`src/rtl/alu_exec_unit.sv`:
```
// Handshaked integer execute stage: single-cycle ALU, 1-cycle multiply, iterative radix-2 divider.
// Optional feature macro: ALU_EXEC_MULDIV_EN builds the multiplier, divider and DIV state.
module alu_exec_unit #(
    parameter int unsigned XLEN = 32
) (
    input  logic            i_clk,
    input  logic            i_rst,
    input  logic            i_flush,
    input  logic            i_in_valid,
    output logic            o_in_ready,
    input  logic [4:0]      i_alu_op,
    input  logic [XLEN-1:0] i_op_a,
    input  logic [XLEN-1:0] i_op_b,
    output logic            o_out_valid,
    input  logic            i_out_ready,
    output logic [XLEN-1:0] o_result,
    output logic            o_illegal,
    output logic            o_busy
);
    localparam logic [4:0] OP_ADD    = 5'b00000;
    localparam logic [4:0] OP_SUB    = 5'b00001;
    localparam logic [4:0] OP_AND    = 5'b00100;
    localparam logic [4:0] OP_OR     = 5'b00101;
    localparam logic [4:0] OP_XOR    = 5'b00110;
    localparam logic [4:0] OP_SLL    = 5'b00111;
    localparam logic [4:0] OP_SRL    = 5'b01000;
    localparam logic [4:0] OP_SRA    = 5'b01001;
    localparam logic [4:0] OP_SLTU   = 5'b01010;
    localparam logic [4:0] OP_SLT    = 5'b01011;
`ifdef ALU_EXEC_MULDIV_EN
    localparam logic [4:0] OP_MUL    = 5'b01100;
    localparam logic [4:0] OP_MULH   = 5'b01101;
    localparam logic [4:0] OP_MULHSU = 5'b10100;
    localparam logic [4:0] OP_MULHU  = 5'b10001;
    localparam logic [4:0] OP_DIV    = 5'b10010;
    localparam logic [4:0] OP_DIVU   = 5'b01110;
    localparam logic [4:0] OP_REM    = 5'b10011;
    localparam logic [4:0] OP_REMU   = 5'b01111;
    localparam int unsigned CNT_W    = $clog2(XLEN);
    localparam logic [XLEN-1:0] INT_MIN = {1'b1, {(XLEN-1){1'b0}}};

    typedef enum logic [1:0] {S_IDLE, S_DIV, S_DONE} state_t;
`else
    typedef enum logic [1:0] {S_IDLE, S_DONE} state_t;
`endif

    state_t          r_state, w_state_nxt;
    logic [XLEN-1:0] r_result, w_result_nxt;
    logic            r_illegal, w_illegal_nxt;
    logic [XLEN-1:0] w_sc_res;
    logic            w_sc_ill;
    logic            w_start_div;
    logic            w_accept;

`ifdef ALU_EXEC_MULDIV_EN
    logic [XLEN-1:0]   r_rem, r_quo, r_dvs;
    logic [CNT_W-1:0]  r_cnt;
    logic              r_neg_q, r_neg_r, r_is_rem;
    logic [XLEN-1:0]   w_rem_nxt, w_quo_nxt, w_dvs_nxt;
    logic [CNT_W-1:0]  w_cnt_nxt;
    logic              w_neg_q_nxt, w_neg_r_nxt, w_is_rem_nxt;
    logic [2*XLEN-1:0] w_mul_a, w_mul_b, w_prod;
    logic              w_div_signed, w_div_is_rem;
    logic [XLEN-1:0]   w_abs_a, w_abs_b;
    logic [XLEN:0]     w_trial;
    logic [XLEN-1:0]   w_diff, w_rem_step, w_quo_step, w_q_fin, w_r_fin;
    logic              w_ge;

    // Operands sign- or zero-extended to 2*XLEN so one unsigned product covers all variants.
    always_comb begin
        w_mul_a = {{XLEN{1'b0}}, i_op_a};
        w_mul_b = {{XLEN{1'b0}}, i_op_b};
        if (i_alu_op == OP_MULH || i_alu_op == OP_MULHSU)
            w_mul_a = {{XLEN{i_op_a[XLEN-1]}}, i_op_a};
        if (i_alu_op == OP_MULH)
            w_mul_b = {{XLEN{i_op_b[XLEN-1]}}, i_op_b};
        w_prod = w_mul_a * w_mul_b;
    end

    assign w_div_signed = (i_alu_op == OP_DIV) || (i_alu_op == OP_REM);
    assign w_div_is_rem = (i_alu_op == OP_REM) || (i_alu_op == OP_REMU);
    assign w_abs_a      = (w_div_signed && i_op_a[XLEN-1]) ? (~i_op_a + XLEN'(1)) : i_op_a;
    assign w_abs_b      = (w_div_signed && i_op_b[XLEN-1]) ? (~i_op_b + XLEN'(1)) : i_op_b;

    // One restoring step: shift the next dividend bit into the partial remainder.
    assign w_trial    = {r_rem, r_quo[XLEN-1]};
    assign w_ge       = w_trial >= {1'b0, r_dvs};
    assign w_diff     = w_trial[XLEN-1:0] - r_dvs;
    assign w_rem_step = w_ge ? w_diff : w_trial[XLEN-1:0];
    assign w_quo_step = {r_quo[XLEN-2:0], w_ge};
    assign w_q_fin    = r_neg_q ? (~w_quo_step + XLEN'(1)) : w_quo_step;
    assign w_r_fin    = r_neg_r ? (~w_rem_step + XLEN'(1)) : w_rem_step;
    assign o_busy     = (r_state == S_DIV);
`else
    assign o_busy     = 1'b0;
`endif

    // Single-cycle result decode; divider ops with special cases resolve here too.
    always_comb begin
        w_sc_res    = '0;
        w_sc_ill    = 1'b0;
        w_start_div = 1'b0;
        case (i_alu_op)
            OP_ADD:  w_sc_res = i_op_a + i_op_b;
            OP_SUB:  w_sc_res = i_op_a - i_op_b;
            OP_AND:  w_sc_res = i_op_a & i_op_b;
            OP_OR:   w_sc_res = i_op_a | i_op_b;
            OP_XOR:  w_sc_res = i_op_a ^ i_op_b;
            OP_SLL:  w_sc_res = i_op_a << i_op_b[4:0];
            OP_SRL:  w_sc_res = i_op_a >> i_op_b[4:0];
            OP_SRA:  w_sc_res = XLEN'($signed(i_op_a) >>> i_op_b[4:0]);
            OP_SLTU: w_sc_res = XLEN'(i_op_a < i_op_b);
            OP_SLT:  w_sc_res = XLEN'($signed(i_op_a) < $signed(i_op_b));
`ifdef ALU_EXEC_MULDIV_EN
            OP_MUL:  w_sc_res = w_prod[XLEN-1:0];
            OP_MULH, OP_MULHSU, OP_MULHU:
                     w_sc_res = w_prod[2*XLEN-1:XLEN];
            OP_DIV, OP_DIVU, OP_REM, OP_REMU: begin
                if (i_op_b == '0)
                    w_sc_res = w_div_is_rem ? i_op_a : '1;
                else if (w_div_signed && i_op_a == INT_MIN && i_op_b == '1)
                    w_sc_res = w_div_is_rem ? '0 : INT_MIN;
                else
                    w_start_div = 1'b1;
            end
`endif
            default: w_sc_ill = 1'b1;
        endcase
    end

    assign o_in_ready = !i_rst && ((r_state == S_IDLE) ||
                                   ((r_state == S_DONE) && i_out_ready));
    assign w_accept   = i_in_valid && o_in_ready && !i_flush;

    always_comb begin
        w_state_nxt   = r_state;
        w_result_nxt  = r_result;
        w_illegal_nxt = r_illegal;
`ifdef ALU_EXEC_MULDIV_EN
        w_rem_nxt     = r_rem;
        w_quo_nxt     = r_quo;
        w_dvs_nxt     = r_dvs;
        w_cnt_nxt     = r_cnt;
        w_neg_q_nxt   = r_neg_q;
        w_neg_r_nxt   = r_neg_r;
        w_is_rem_nxt  = r_is_rem;
`endif
        if (i_flush) begin
            w_state_nxt = S_IDLE;
        end else if (w_accept) begin
`ifdef ALU_EXEC_MULDIV_EN
            if (w_start_div) begin
                w_state_nxt  = S_DIV;
                w_rem_nxt    = '0;
                w_quo_nxt    = w_abs_a;
                w_dvs_nxt    = w_abs_b;
                w_cnt_nxt    = '0;
                w_neg_q_nxt  = w_div_signed && (i_op_a[XLEN-1] ^ i_op_b[XLEN-1]);
                w_neg_r_nxt  = w_div_signed && i_op_a[XLEN-1];
                w_is_rem_nxt = w_div_is_rem;
            end else
`endif
            begin
                w_state_nxt   = S_DONE;
                w_result_nxt  = w_sc_res;
                w_illegal_nxt = w_sc_ill;
            end
        end else if (r_state == S_DONE && i_out_ready) begin
            w_state_nxt = S_IDLE;
`ifdef ALU_EXEC_MULDIV_EN
        end else if (r_state == S_DIV) begin
            w_rem_nxt = w_rem_step;
            w_quo_nxt = w_quo_step;
            w_cnt_nxt = r_cnt + CNT_W'(1);
            if (r_cnt == CNT_W'(XLEN-1)) begin
                w_state_nxt   = S_DONE;
                w_result_nxt  = r_is_rem ? w_r_fin : w_q_fin;
                w_illegal_nxt = 1'b0;
            end
`endif
        end
    end

    always_ff @(posedge i_clk) begin
        if (i_rst) begin
            r_state   <= S_IDLE;
            r_result  <= '0;
            r_illegal <= 1'b0;
`ifdef ALU_EXEC_MULDIV_EN
            r_rem     <= '0;
            r_quo     <= '0;
            r_dvs     <= '0;
            r_cnt     <= '0;
            r_neg_q   <= 1'b0;
            r_neg_r   <= 1'b0;
            r_is_rem  <= 1'b0;
`endif
        end else begin
            r_state   <= w_state_nxt;
            r_result  <= w_result_nxt;
            r_illegal <= w_illegal_nxt;
`ifdef ALU_EXEC_MULDIV_EN
            r_rem     <= w_rem_nxt;
            r_quo     <= w_quo_nxt;
            r_dvs     <= w_dvs_nxt;
            r_cnt     <= w_cnt_nxt;
            r_neg_q   <= w_neg_q_nxt;
            r_neg_r   <= w_neg_r_nxt;
            r_is_rem  <= w_is_rem_nxt;
`endif
        end
    end

    assign o_out_valid = (r_state == S_DONE);
    assign o_result    = r_result;
    assign o_illegal   = r_illegal;

endmodule

```
`config.mk`:
```
export PLATFORM = sky130hd
export DESIGN_NAME = alu_exec_unit
export DESIGN_NICKNAME = d
export VERILOG_FILES = /design/src/rtl/alu_exec_unit.sv
export SDC_FILE = /design/constraint.sdc
export NUM_CORES = 1
export LEC_CHECK = 0
export ABC_AREA = 1
export CORE_ASPECT_RATIO = 1.75
export CORE_UTILIZATION = 60
export CTS_CLUSTER_DIAMETER = 60
export CTS_CLUSTER_SIZE = 40
export DETAILED_ROUTE_END_ITERATION = 8
export GPL_TIMING_DRIVEN = 0
export HOLD_SLACK_MARGIN = 0.15
export PLACE_DENSITY = 0.83
export REMOVE_ABC_BUFFERS = 1
export SYNTH_ARGS = -nofsm -noshare
export SYNTH_HDL_FRONTEND = slang
export SYNTH_SLANG_ARGS = --single-unit
```
`constraint.sdc`:
```
create_clock -name i_clk -period 3.19 [get_ports i_clk]
set_input_delay 0.319 -clock i_clk [delete_from_list [all_inputs] [get_ports i_clk]]
set_output_delay 0.319 -clock i_clk [all_outputs]
set_load 0.005 [all_outputs]
```
==> results of run 1 <==
-- registers in the layout, indices dropped and copies added, names as in the netlist --
| register | flops |
|---|---|
| o_illegal | 1 |
| o_result | 32 |
| r_state | 1 |
-- cell usage in the layout (no fill, tap or decap), types with 2 or more instances in the layout --
cell,count
a21oi_1,99
a221oi_2,3
a31oi_1,5
and2_1,13
buf_12,4
buf_2,2
buf_4,2
clkbuf_16,5
clkbuf_4,2
clkdlybuf4s50_1,102
dfxtp_1,34
fa_1,2
ha_1,95
ha_2,3
inv_1,299
inv_2,12
inv_4,2
nand2_1,813
nand2_2,7
nand3_1,438
nand3b_1,7
nand4_1,48
nor2_1,167
nor2_2,9
nor2_4,7
nor3_1,17
nor3_2,3
o211ai_1,15
o21ai_0,41
o21ai_1,14
o21bai_1,9
o221ai_1,3
o22ai_1,10
or2_0,2
xor2_1,2
-- what timing repair did --
item / 4_1_cts / 5_1_grt
gates resized for setup: 18 / 27
setup buffers: 0 / 1
cloned: 1 / 0
setup endpoints to repair: 33 / 28
pin swaps: 1 / 1
-- metal layers --
| layer | global-route usage | wire length [um] |
|---|---|---|
| met2 | 0.862 | 23200 |
| met4 | 0.563 | 6790 |
| met1 | 0.552 | 16700 |
| met5 | 0 | 0 |
| met3 | 0.105 | 5690 |
-- stage by stage --
stage,total power (W),TNS (ns),cells
after floorplan,0.00149,0,2192
after global placement,0.00208,-119.53,2538
after detailed placement,0.00211,-38.28,2542
after CTS,0.00260,0,2551
after global routing,0.00286,0,2553
final,0.00272,0,2553
-- cell families (layout without fill, tap and decap cells) --
| family | Yosys count | count (layout) | share of synthesized area |
|---|---|---|---|
| other | 1 | 1 | 0.000329 |
| DFF | 34 | 34 | 0.0597 |
| AOI/OAI and AO/OA | 205 | 205 | 0.102 |
| adders and majority gates | 101 | 101 | 0.112 |
| buffers and inverters | 417 | 437 | 0.146 |
| xor gates and xnor gates | 2 | 2 | 0.00154 |
| and+or+nand+nor | 1534 | 1535 | 0.579 |
-- worst register-to-register path: cells and delay by family (launching register included) --
kind	cells	cell delay [ns]
simple gates	2	0.54
buf+inv	2	0.52
compound gates	3	0.52
flops	1	0.33
-- area by class of cell --
type,count,area (um^2),area share
repair buffers,114,1160,0.0921
well taps,238,298,0.0235
multi-input cells,1844,9150,0.723
clock buffers,7,143,0.0113
clock inverters,1,5.00,0.000396
flip-flops and latches,34,681,0.0538
inverters,315,1210,0.0954
-- worst max-delay path by stage --
stage,end,slack (ns),depth (start not counted)
floorplan,o_result[26],0.12,14
global placement,o_result[30],-3.99,16
detailed placement,o_result[11],-1.61,8
CTS,o_result[17],0.009,8
global route,o_result[24],0.006,16
finish,o_result[20],0.07,14
-- power breakdown --
group	leakage, nW	internal, W	switching [W]
Clock	0.0739	0.000309	0.000178
Combinational	6.40	0.000533	0.00126
Sequential	0.274	0.000431	0.00000331
Total	6.75	0.00127	0.00144
==> impl_metrics.ini, run 1 <==
[run_status]
status = completed

[clock_tree]
cts_tree = done
worstSkewPairLatency_ns = 0.28
cts_buffers = 5
cts_htree_levels = 2
clockRootBuffer = clkbuf_16
path_clk_slew_ns = 0.05
holdBufCountCts = 0
clock_path_buffers = 2
cts.sinks = 34

[detailed_routing]
dr.pass1.iters = 8
post-route-drc-count = 0
drt-initial-drc-count = 1954
antenna_left = 0
drt-wirelength-per-cell_um = 20.5
routed_wl_um = 52300
via_count = 16331
via_per_inst = 6.40

[pwr]
ir_worst_vdd_uv = 346
leakagePower_nw = 6.75
power.density_mw_per_mm2 = 215

[sta]
setup_slack_ns = 0.0738
fin_crit_ns = 3.12
relSlewSlack = 0.135
hold_ws_ns = 0.465
worst_pin_slew_ns = 1.30
period_share = 0.977
rsz0062_at_grt = no
clock_skew_ns = 0.00287
maxSlewViolCount = 0
fmax_ghz = 0.321
hold_viol = 0
report.final.setup_viol = 0

[finish]
area_growth_pct = 10.9
fillers = 1875
post-route-util = 0.681
nNetsFinal = 2489
antenna_cells = 0
fin_area_mm2 = 0.0127
layout-drive-gt1-share = 0.0307

[synth]
netlist_area_mm2 = 0.0114
synth_edf_count = 0
synth-async-reset-ratio = 0
yosysUniqueCellTypes = 42
synth_common_cells = 818 x nand2_1, 438 x nand3_1, 300 x inv_1
syn_avg_cell_area_um2 = 4.97
syn_inst = 2294
synth_top_area_frac = 0.269
ys_seq_elements = 34
synth_largest_area_cell = nand2_1
synth_warnings = 0
synth_most_common_cell = nand2_1
ys.flop_type = dfxtp_1
ys_seq_area_frac = 0.0597
synth.area.top_cells = nand2_1 27%, nand3_1 19%, ha_1 11%

[critical_path]
cp_max_fo = 7
crit_chain = clkdlybuf4s50_1 -> inv_1 -> ha_1 -> inv_1 -> nand2_1 -> nand2_1 -> a21oi_1 -> nand3_1 -> nand2_1 -> nand3_1 -> nand3_1 -> nand2_1 -> o21ai_1 -> a21oi_1
required_ns = 3.29
worst_r2r_startpoint = r_state[0]
path_buf_inv = 3
crit_arrival_ns = 3.22
reg2regPathDepth = 7
crit_path_end_kind = flip-flop
startpoint = i_op_a[9]
cp-start-kind = primary input
r2r-end = o_result[12]
crit_type = primary input to flip-flop
max_stage_delay_ns = 0.69
crit_slowest_cell = clkdlybuf4s50_1
path_delay_family = buffers and inverters
crit_top_cell = nand2_1
rrSetupSlack_ns = 1.10

[placement]
routabilityCongestion = 1.10
dpl_cell_area_mm2 = 0.0124
io_buffers = 108
hpwl_um = 40900
pre_cts_ws_ns = -1.61

[die]
rows = 66
die_area_mm2 = 0.0196
die_w_um = 106
core_area_mm2 = 0.0186
die_h_um = 184
num_io_pins = 110
start_util = 0.614

[worst_hold_path]
hold_end = o_result[9]
hold_start = o_result[9]
hold_class = flip-flop to flip-flop
holdPathStages = 2

[grt]
grt_overflow = 0
antenna_found_initial = 1
track_usage = 0.533
grt_max_degree = 71
grt_pass1_wl_um = 79800
grt_pass1_vias = 15147

[run]
cap_violations = 0
Note: power is estimated with default switching activity, not from simulation.
==> inputs of run 2 (changes only) <==
--- a/config.mk
+++ b/config.mk
@@ -5,7 +5,7 @@
 export SDC_FILE = /design/constraint.sdc
 export NUM_CORES = 1
 export LEC_CHECK = 0
-export ABC_AREA = 1
+export ABC_CLOCK_PERIOD_IN_PS = 3190
 export CORE_ASPECT_RATIO = 1.75
 export CORE_UTILIZATION = 60
 export CTS_CLUSTER_DIAMETER = 60
@@ -13,8 +13,9 @@
 export DETAILED_ROUTE_END_ITERATION = 8
 export GPL_TIMING_DRIVEN = 0
 export HOLD_SLACK_MARGIN = 0.15
-export PLACE_DENSITY = 0.83
+export PLACE_DENSITY = 0.84
 export REMOVE_ABC_BUFFERS = 1
+export SKIP_CTS_REPAIR_TIMING = 1
 export SYNTH_ARGS = -nofsm -noshare
 export SYNTH_HDL_FRONTEND = slang
 export SYNTH_SLANG_ARGS = --single-unit
==> run 2 against run 1 <==
The flow now finishes with violations (DRC, setup timing). Sequential share of layout area up 0.42 points. Clock skew up 0.0076 ns. Worst hold slack worse by 0.0083 ns. Non-clock buffer count up 25. Largest power group unchanged. First-iteration DRC count down 6.6%. Via count down 27%. Largest cell class unchanged. Routed wire length down 16%. Critical path type unchanged. Worst setup slack worse by 0.18 ns. Register-to-register slack worse by 0.48 ns. Synthesized cell count down 43%.
==> impl_metrics.ini, run 2 <==
[sta]
report.final.setup_viol = 5
fin_crit_ns = 3.30
clock_skew_ns = 0.0104
maxSlewViolCount = 0
hold_viol = 0
rsz0062_at_grt = yes
relSlewSlack = 0.123
period_share = 1.03
worst_pin_slew_ns = 1.30
fmax_ghz = 0.303
hold_ws_ns = 0.456
setup_slack_ns = -0.106

[grt]
track_usage = 0.503
grt_overflow = 0
grt_pass1_wl_um = 63200
grt_pass1_vias = 10811
grt_max_degree = 74
antenna_found_initial = 3

[synth]
syn_inst = 1314
yosysUniqueCellTypes = 89
synth-compound-area-share = 0.307
synth-async-reset-ratio = 0
synth_xor_area_frac = 0.0125
synth_most_common_cell = nor2_1
synth_largest_area_cell = mux4_2
synth.area.top_cells = mux4_2 17%, ha_1 13%, dfxtp_1 7.0%
ys.flop_type = dfxtp_1
ys_seq_area_frac = 0.0695
synth_warnings = 0
synth_top_family_by_area = compound AO/OA/AOI/OAI gates
synth_top_area_frac = 0.166
synth_fa_ha_area_frac = 0.131
netlist_area_mm2 = 0.00979
synth_edf_count = 0
synth_common_cells = 149 x nor2_1, 120 x a21oi_1, 99 x ha_1
yosys.area_share.simple = 0.196
ys_seq_elements = 34
syn_avg_cell_area_um2 = 7.45
muxShareOfSynthArea = 0.196

[critical_path]
crit_arrival_ns = 3.48
required_ns = 3.37
crit_chain = clkdlybuf4s50_1 -> inv_1 -> ha_4 -> nand2b_1 -> a221oi_2 -> o41ai_2 -> nor4b_4 -> a21oi_4 -> a311oi_4 -> or4_1 -> a31oi_1 -> a221o_1
crit_slowest_cell = o41ai_2
crit_type = primary input to flip-flop
max_stage_delay_ns = 0.52
crit_path_end_kind = flip-flop
cp_max_fo = 8
cp-start-kind = primary input

[clock_tree]
cts_htree_levels = 2
path_clk_slew_ns = 0.06
worstSkewPairLatency_ns = 0.30
cts_tree = done
clockRootBuffer = clkbuf_16
cts_buffers = 5
clock_path_buffers = 2
cts.sinks = 34

[pwr]
power.density_mw_per_mm2 = 241
switching_share = 0.468
p_int_w = 0.00151
clkPwrFrac = 0.214
seq_power_share = 0.153
switchingPower_w = 0.00133
leakagePower_nw = 4.72
ir_worst_vdd_uv = 185
comb_power_share = 0.633

[placement]
dp_cells = 1520
hpwl_um = 30300
routabilityCongestion = 1.02
io_buffers = 108
pre_cts_ws_ns = -1.73

[finish]
layout-drive-gt1-share = 0.165
stdcell_count = 1550
final_cell_mix = 143 x nor2_1, 119 x a21oi_1, 97 x nand2_1
antenna_cells = 0
nNetsFinal = 1535
largest_register_ffs = 32
area_growth_pct = 20.0
final_common_cell = nor2_1

[detailed_routing]
drt-initial-drc-count = 1826
via_per_inst = 7.68
post-route-drc-count = 1
antenna_left = 0
drt-wirelength-per-cell_um = 28.4
via_count = 11899
dr.pass1.iters = 9
routed_wl_um = 44000

[run_status]
violations = DRC, setup timing
status = finished with violations

[run]
cap_violations = 0

[die]
die_w_um = 98.5
rows = 61
core_area_mm2 = 0.0160
die_area_mm2 = 0.0168
die_h_um = 171
num_io_pins = 110
start_util = 0.614

[worst_hold_path]
hold_class = flip-flop to flip-flop
run 2: final timing paths:
| path | start | end | cells past startpoint | slack [ns] |
|---|---|---|---|---|
| worst min register to register | o_result[8] | o_result[8] | 2 | 0.46 |
| worst max register to register | r_state[0] | o_result[18] | 8 | 0.62 |
| worst min-delay path | o_result[8] | o_result[8] | 2 | 0.46 |
| worst max-delay path | i_op_b[17] | o_result[30] | 12 | -0.11 |
run 2: layout make-up:
class / instances / area, um^2
Clock buffer: 7 / 133
Tap cell: 189 / 236
Clock inverter: 1 / 30.0
Timing Repair inverter: 2 / 10.0
Fill cell: 1286 / 4210
Timing Repair Buffer: 139 / 1480
Inverter: 98 / 394
Sequential cell: 34 / 681
Multi-Input combinational cell: 1080 / 8780
run 2: power groups by stage:
stage	sequential, W	combinational (W)	clock [W]
finish	0.000433	0.00180	0.000607
global route	0.000433	0.00188	0.000607
CTS	0.000433	0.00154	0.000591
detailed placement	0.000442	0.00153	0
global placement	0.000442	0.00152	0
floorplan	0.000442	0.000942	0
run 2: worst max-delay path, delay by kind of cell:
family	cells	cell delay [ns]
fa+ha+maj	1	0.31
simple gates	3	0.70
buf+inv	2	0.57
compound gates	6	1.57
run 2: stage by stage:
stage	setup TNS, ns	utilization	area (um^2)	total power [W]
after floorplan	-9.75	-	9290	0.00138
after global placement	-170.86	0.665	10600	0.00196
after detailed placement	-40.66	0.677	10800	0.00197
after CTS	-31.53	0.687	11000	0.00256
after global routing	-0.681	0.736	11700	0.00292
final	-0.185	0.736	11700	0.00284
run 2: metal layers:
| layer | track usage | share of wire |
|---|---|---|
| met1 | 0.552 | 0.31 |
| met2 | 0.802 | 0.45 |
| met3 | 0.146 | 0.14 |
| met4 | 0.415 | 0.10 |
| met5 | 0 | 0.00068 |
run 2: kinds of logic after synthesis:
group	Yosys count
DFF	34
buffers and inverters	200
muxes	101
other	1
AOI/OAI and AO/OA	457
and+or+nand+nor	406
xor gates and xnor gates	14
adders and majority gates	101
